<file path="config.mk">
export PLATFORM = sky130hd
export DESIGN_NAME = abc_reg_responder
export DESIGN_NICKNAME = d
export VERILOG_FILES = /design/src/rtl/abc_reg_pkg.sv /design/src/rtl/abc_reg64_slot.sv /design/src/rtl/abc_reg_responder.sv
export SDC_FILE = /design/constraint.sdc
export NUM_CORES = 1
export LEC_CHECK = 0
export ABC_AREA = 1
export CELL_PAD_IN_SITES_DETAIL_PLACEMENT = 0
export CELL_PAD_IN_SITES_GLOBAL_PLACEMENT = 1
export CORE_MARGIN = 2
export CORE_UTILIZATION = 43
export DETAILED_ROUTE_END_ITERATION = 8
export PLACE_DENSITY_LB_ADDON = 0.1
export SLEW_MARGIN = 30
export SYNTH_ARGS = -nofsm -noshare
export SYNTH_HDL_FRONTEND = slang
export SYNTH_HIERARCHICAL = 1
export SYNTH_SLANG_ARGS = --single-unit
</file>
<file path="constraint.sdc">
create_clock -name clk -period 8.6 [get_ports clk]
set_input_delay 1.72 -clock clk [delete_from_list [all_inputs] [get_ports clk]]
set_output_delay 1.72 -clock clk [all_outputs]
set_load 0.02 [all_outputs]
</file>
<file path="src/rtl/abc_reg_pkg.sv">
// Shared constants and types for the ABC register pair front-door responder.
package abc_reg_pkg;

  // Word addresses on the 32-bit bus
  localparam logic [1:0] ADDR_R1_LO = 2'd0;
  localparam logic [1:0] ADDR_R1_HI = 2'd1;
  localparam logic [1:0] ADDR_R2_LO = 2'd2;
  localparam logic [1:0] ADDR_R2_HI = 2'd3;

  // Reset values shared with the backdoor-accessed registers
  localparam logic [63:0] R1_RESET_DEF = 64'h0000_0000_1234_5678;
  localparam logic [63:0] R2_RESET_DEF = 64'h0000_0000_DEAD_BEEF;

  typedef enum logic [1:0] {
    ST_IDLE = 2'd0,
    ST_RESP = 2'd1,
    ST_CLR  = 2'd2,
    ST_LOAD = 2'd3
  } state_e;

endpackage

</file>
<file path="src/rtl/abc_reg64_slot.sv">
// One 64-bit register with the read shadow and write stage that make
// low-then-high 32-bit access pairs atomic.
module abc_reg64_slot
  import abc_reg_pkg::*;
#(
  parameter logic [63:0] R_RESET = R1_RESET_DEF
) (
  input  logic        clk,
  input  logic        rst,
  input  logic        clr,    // hold register at zero
  input  logic        load,   // reload reset value, wipe shadow/stage
  input  logic        wr_en,  // accepted write to this slot
  input  logic        rd_en,  // accepted read from this slot
  input  logic        hi,     // 1 = upper word
  input  logic [31:0] wdata,
  output logic [63:0] q,
  output logic [31:0] rdata
);

  logic [31:0] shadow;
  logic [31:0] stage;

  // Upper-word reads come from the shadow captured by the last lower-word read
  assign rdata = hi ? shadow : q[31:0];

  // Register, shadow and stage update; load beats clear beats bus access
  always_ff @(posedge clk or posedge rst) begin
    if (rst) begin
      q      <= R_RESET;
      shadow <= '0;
      stage  <= '0;
    end else if (load) begin
      q      <= R_RESET;
      shadow <= '0;
      stage  <= '0;
    end else if (clr) begin
      q      <= '0;
    end else begin
      if (wr_en) begin
        if (!hi) stage <= wdata;
        else     q     <= {wdata, stage};
      end
      if (rd_en && !hi) shadow <= q[63:32];
    end
  end

endmodule

</file>
<file path="src/rtl/abc_reg_responder.sv">
// Front-door request/response responder for the ABC r1/r2 register pair,
// including the clear-then-load soft-reset sequence.
module abc_reg_responder
  import abc_reg_pkg::*;
#(
  parameter logic [63:0] R1_RESET   = R1_RESET_DEF,
  parameter logic [63:0] R2_RESET   = R2_RESET_DEF,
  parameter int          CLR_CYCLES = 2
) (
  input  logic        clk,
  input  logic        rst,
  input  logic        soft_rst,
  input  logic        req_valid,
  output logic        req_ready,
  input  logic        req_write,
  input  logic [1:0]  req_addr,
  input  logic [31:0] req_wdata,
  output logic        rsp_valid,
  input  logic        rsp_ready,
  output logic [31:0] rsp_rdata,
  output logic        rsp_err,
  output logic [63:0] r1_q,
  output logic [63:0] r2_q,
  output logic        busy
);

  localparam int CW = (CLR_CYCLES > 1) ? $clog2(CLR_CYCLES) : 1;

  state_e        state;
  logic [CW-1:0] cnt;
  logic          pending;
  logic          soft_rst_d;
  logic          sr_edge;
  logic          accept;
  logic          sel_r2;
  logic          hi;
  logic          enter_clr;
  logic          clr;
  logic          load;
  logic          cnt_last;
  logic [31:0]   rdata1;
  logic [31:0]   rdata2;

  assign sr_edge   = soft_rst && !soft_rst_d;
  assign req_ready = (state == ST_IDLE) && !sr_edge && !pending;
  assign accept    = req_valid && req_ready;
  assign sel_r2    = (req_addr == ADDR_R2_LO) || (req_addr == ADDR_R2_HI);
  assign hi        = (req_addr == ADDR_R1_HI) || (req_addr == ADDR_R2_HI);

  assign enter_clr = (state == ST_IDLE) && (sr_edge || pending);
  assign cnt_last  = (cnt == CW'(CLR_CYCLES - 1));
  assign clr       = enter_clr || (state == ST_CLR);
  // Reset values land on the CLR->LOAD edge so they are visible during LOAD
  assign load      = (state == ST_CLR) && cnt_last;

  assign rsp_valid = (state == ST_RESP);
  assign busy      = (state == ST_CLR) || (state == ST_LOAD);
  assign rsp_err   = 1'b0;

  abc_reg64_slot #(.R_RESET(R1_RESET)) u_r1 (
    .clk   (clk),
    .rst   (rst),
    .clr   (clr),
    .load  (load),
    .wr_en (accept && req_write && !sel_r2),
    .rd_en (accept && !req_write && !sel_r2),
    .hi    (hi),
    .wdata (req_wdata),
    .q     (r1_q),
    .rdata (rdata1)
  );

  abc_reg64_slot #(.R_RESET(R2_RESET)) u_r2 (
    .clk   (clk),
    .rst   (rst),
    .clr   (clr),
    .load  (load),
    .wr_en (accept && req_write && sel_r2),
    .rd_en (accept && !req_write && sel_r2),
    .hi    (hi),
    .wdata (req_wdata),
    .q     (r2_q),
    .rdata (rdata2)
  );

  // Control FSM: one access at a time, soft reset deferred past an open response
  always_ff @(posedge clk or posedge rst) begin
    if (rst) begin
      state      <= ST_IDLE;
      cnt        <= '0;
      pending    <= 1'b0;
      soft_rst_d <= 1'b0;
      rsp_rdata  <= '0;
    end else begin
      soft_rst_d <= soft_rst;
      case (state)
        ST_IDLE: begin
          if (sr_edge || pending) begin
            state   <= ST_CLR;
            pending <= 1'b0;
            cnt     <= '0;
          end else if (accept) begin
            state     <= ST_RESP;
            rsp_rdata <= req_write ? 32'h0 : (sel_r2 ? rdata2 : rdata1);
          end
        end
        ST_RESP: begin
          if (sr_edge)   pending <= 1'b1;
          if (rsp_ready) state   <= ST_IDLE;
        end
        ST_CLR: begin
          if (cnt_last) state <= ST_LOAD;
          else          cnt   <= cnt + CW'(1);
        end
        ST_LOAD: state <= ST_IDLE;
        default: state <= ST_IDLE;
      endcase
    end
  end

endmodule

</file>
Word level (Yosys, flattened, before mapping)

Cells that the tools add are included.

Multipliers: 0
Shifts and indexed selects: 0
Multiplexer cells: 35
Reduce and logical (&&, ||, !) cells: 45
Equal/unequal tests: 13
$add $sub $neg: 1
Order comparisons: 0
Bitwise gates (word level): 1
Div/mod/pow operators: 0

Operator list:

| cell                                                   | number |
|---|---|
| 2-to-1 mux 32 bit                                      | 17 |
| 2-to-1 mux 64 bit                                      | 8 |
| AND reduction 3 bit                                    | 5 |
| logical AND 1 bit                                      | 14 |
| nonzero test 2 bit                                     | 6 |
| AND reduction 2 bit                                    | 5 |
| nonzero test 3 bit                                     | 3 |
| == test 2 bit (second input constant)                  | 4 |
| 2-to-1 mux 2 bit                                       | 4 |
| inequality test 2 x 1 -> 1 bit (second input constant) | 4 |
| one-hot mux 2 bit (4 select lines)                     | 1 |
| zero test 1 bit                                        | 6 |
| logical OR 1 bit                                       | 5 |
| == test 2 x 1 -> 1 bit (second input constant)         | 2 |
| inequality test 2 bit (second input constant)          | 2 |
| one-hot mux 1 bit (2 select lines)                     | 2 |
| 2-to-1 mux 1 bit                                       | 3 |
| inequality test 3 x 2 -> 1 bit (second input constant) | 1 |
| zero test 2 bit                                        | 1 |
| adder 1 bit (second input constant)                    | 1 |
| inverter 1 bit                                         | 1 |

Memories kept: 0
Bits in writable memories: 0
Register bits: 293
Output and inout bits: 164
Logic and storage cells: 106
ROM bits: 0
Input bits: 40
Latch bits: 0

Logic depth before layout (Yosys ltp)

Depth in word-level cells: 12
Gate-level depth with buffers: 10

Cells and area by module

The synthesis kept the hierarchy.

By module, submodules not included:

| module                | area an instance (µm²) | cells each | sequential area each (µm²) | instances |
|---|---|---|---|---|
| abc_reg64_slot (u_r2) | 5939.4                 | 741        | 3233.1                     | 1 |
| abc_reg64_slot (u_r1) | 5869.4                 | 728        | 3219.3                     | 1 |
| abc_reg_responder     | 1993.2                 | 289        | 925.9                      | 1 |

Least setup slack after synthesis

OpenSTA, ideal clock, no wires.

Path type: in2out
Start: in soft_rst
End: out req_ready
Slack: 4.804 ns
Stages on the path: 3
Arrival: 2.076 ns
Cells stage by stage: nand2_1 > nand3_2 > inv_1

Cells in the longest elaborated chain, start to end: 4

RTL lines:

| item                            | line                    | source |
|---|---|---|
| start, declared                 | abc_reg_responder.sv:12 | `input logic soft_rst,` |
| logical AND 1 bit               | abc_reg_responder.sv:44 | `assign sr_edge = soft_rst && !soft_rst_d;` |
| zero test 1 bit                 | abc_reg_responder.sv:45 | `assign req_ready = (state == ST_IDLE) && !sr_edge && !pending;` |
| logical AND 1 bit (2 in series) | abc_reg_responder.sv:45 |  |
| end, declared                   | abc_reg_responder.sv:14 | `output logic req_ready,` |

Every way passes these cells.

Worst setup path after layout

Same ends and word-level chain as after synthesis.

==> impl_metrics.toml <==
[clocking]
clock-sinks = 293
cts_setup_buffers = 0
cts_root_buf = "clkbuf_16"
cts_buffers = 35
cts_hold_buf = 0
ctsResizeCount = 0
clock_path_buffers = 3
path_clk_slew_ps = 60
htree_levels = 2
cts_tree = "done"
insertion_delay_ps = 510

[layout]
drive_gt1_frac = 0.0740
n_antenna_cell = 0
nets = 1920
final_core_util = 0.542
area_growth_pct = 23.9

[global_routing]
first_global_vias = 12145
grt_first_pass_wirelength_um = 75000
overflow = 0
antenna_found_initial = 0
gr-usage-all-layers = 0.293
grt_max_degree = 110

[yosys]
ys_seq_elements = 293
ys_seq_area_frac = 0.535
synth_fp_nets = 1798
yosysTopAreaCell = "dfrtp_1"
synth_area_um2 = 13800
synth_area_leaders = "dfrtp_1, nand2_1, nand3_1"
ys_types = 23
async_reset_ff_frac = 1.00
yosys_warnings = 6
synth_area_per_cell_um2 = 7.85
synth.top_cell.area_share = 0.464
synth_common_cells = "nand2_1, nand3_1, dfrtp_1"
synth_top_flop_cell = "dfrtp_1"
yosys.cell_count.top_type = "nand2_1"
synth-edff-count = 0
syn_inst = 1758

[worst_setup_path]
critPathLaunchType = "input pin"
worstSetupEndpointType = "primary output"
cp.arrival_ps = 3120
required_ps = 6880
crit_fanout = 3
critPathKind = "in2out"

[floorplan]
core_area_um2 = 31600
die-width_um = 183
top_level_ports = 204
std_cell_rows = 65
start_util = 0.437
die-height_um = 183
dieArea_um2 = 33500

[sta]
layout_setup_ws_ps = 3760
finalMaxSlewViolations = 0
setup_violations = 0
skew_ps = 13.0
finalCritPeriodShare = 0.563
rsz0062_at_grt = "false"
finalHoldViolCount = 0
maxSlewHeadroom = 0.341
hold_ws_ps = 474
fin_crit_ps = 4840
tns_ps = 0
timing.fmax_mhz = 206
worst_slew_pin_slew_ps = 986

[route]
drt_iter0_drc = 1182
firstDrtPassIters = 5
wl_um = 49300
vias = 12812
vias_per_cell = 5.55
drc_errors = 0
ant_nets = 0
routedWlPerCell_um = 21.4

[place]
dp_hpwl_um = 32000
place_congestion = 0.852
dp_slack_ps = 3490
portBuffers = 202

[power_and_ir_drop]
peakVddDrop_mv = 0.179
p_leak_nw = 8.60
p_per_area_nw_per_um2 = 345
p_total_w = 0.00590

[min_path]
hp-class = "reg2reg"

[job]
maxCapViolCount = 0

[outcome]
status = "finished clean"
-- cell usage in the layout, fill, tap and decap left out --
master / synthesis / routed
dfstp_2: 37 / 37
nor2_2: 5 / 4
bufinv_16: 0 / 3
clkinv_1: 2 / 2
clkbuf_1: 48 / 9
buf_6: 3 / 3
o21ai_2: 0 / 1
nand3_1: 358 / 358
dfrtp_1: 256 / 256
o21ai_1: 6 / 6
buf_2: 77 / 1
nand2_1: 605 / 604
conb_1: 1 / 1
nand2_2: 1 / 2
buf_4: 7 / 22
clkinvlp_4: 0 / 1
inv_1: 107 / 104
o21ai_0: 52 / 51
a21oi_1: 33 / 33
nand4_1: 68 / 68
nand3b_1: 1 / 1
nand3_2: 1 / 1
clkbuf_16: 0 / 37
clkbuf_8: 0 / 10
nor2_4: 3 / 9
clkinv_2: 0 / 3
inv_2: 5 / 5
inv_4: 0 / 2
nor2_1: 75 / 70
clkdlybuf4s50_1: 0 / 201
-- area by class of cell --
type	instances	area [um^2]
fill	3064	14500
sequential	293	7380
multi-input combinational	1209	5370
timing repair buffer	227	2220
clock buffer	56	1100
tap	402	503
inverter	114	434
clock inverter	6	108
-- power breakdown --
group	switching, W	total, W	internal [W]	leakage, nW
Sequential	0.000324	0.00213	0.00180	3.86
Clock	0.000577	0.00154	0.000962	0.589
Combinational	0.00148	0.00224	0.000753	4.15
Total	0.00238	0.00590	0.00352	8.60
-- per-stage QoR --
step / instance area (um^2) / cells
after floorplan: 13800 / 1758
after global placement: 15900 / 2245
after detailed placement: 15900 / 2245
after CTS: 17100 / 2307
after global routing: 17100 / 2307
final: 17100 / 2307
-- layer usage --
| layer | share of wire | GRT usage |
|---|---|---|
| met1 | 0.44 | 0.421 |
| met2 | 0.46 | 0.460 |
| met4 | 0.022 | 0.0781 |
| met5 | 0 | 0 |
| met3 | 0.078 | 0.0510 |
-- kinds of logic after synthesis --
logic type,Yosys count,synth area share
AND/OR/NAND/NOR,1117,0.352
buffers and inverters,256,0.0801
AO/OA/AOI/OAI,91,0.0330
other,1,0.000272
flip-flops,293,0.535
-- sequential cells by signal (all words and copies together) (netlist names) --
register,flops
u_r1/q,64
u_r2/q,64
rsp_rdata,32
u_r1/shadow,32
u_r1/stage,32
u_r2/shadow,32
u_r2/stage,32
state,2
cnt,1
pending,1
soft_rst_d,1
-- worst max-delay path: stages --
cell	delay (ps)
clkdlybuf4s50_1	450
nand2_1	140
nand3_2	120
inv_1	90
clkdlybuf4s50_1	600
-- path summary, 6_finish.rpt --
path | start | end | slack (ps) | cells past startpoint
worst min-delay path | rsp_rdata[26]$_DFFE_PP0P_ | rsp_rdata[26]$_DFFE_PP0P_ | 470 | 2
max in group asynchronous | rst | u_r1/shadow[8]$_DFFE_PP0P_ | 5630 | 3
min in group asynchronous | rst | soft_rst_d$_DFF_PP0_ | 1790 | 2
worst min register to register | rsp_rdata[26]$_DFFE_PP0P_ | rsp_rdata[26]$_DFFE_PP0P_ | 470 | 2
worst max register to register | state[0]$_DFFE_PP0P_ | u_r2/q[8]$_DFFE_PP0P_ | 5020 | 9
worst max-delay path | soft_rst | req_ready | 3760 | 5
No activity file was read; power rests on OpenSTA's default activity.
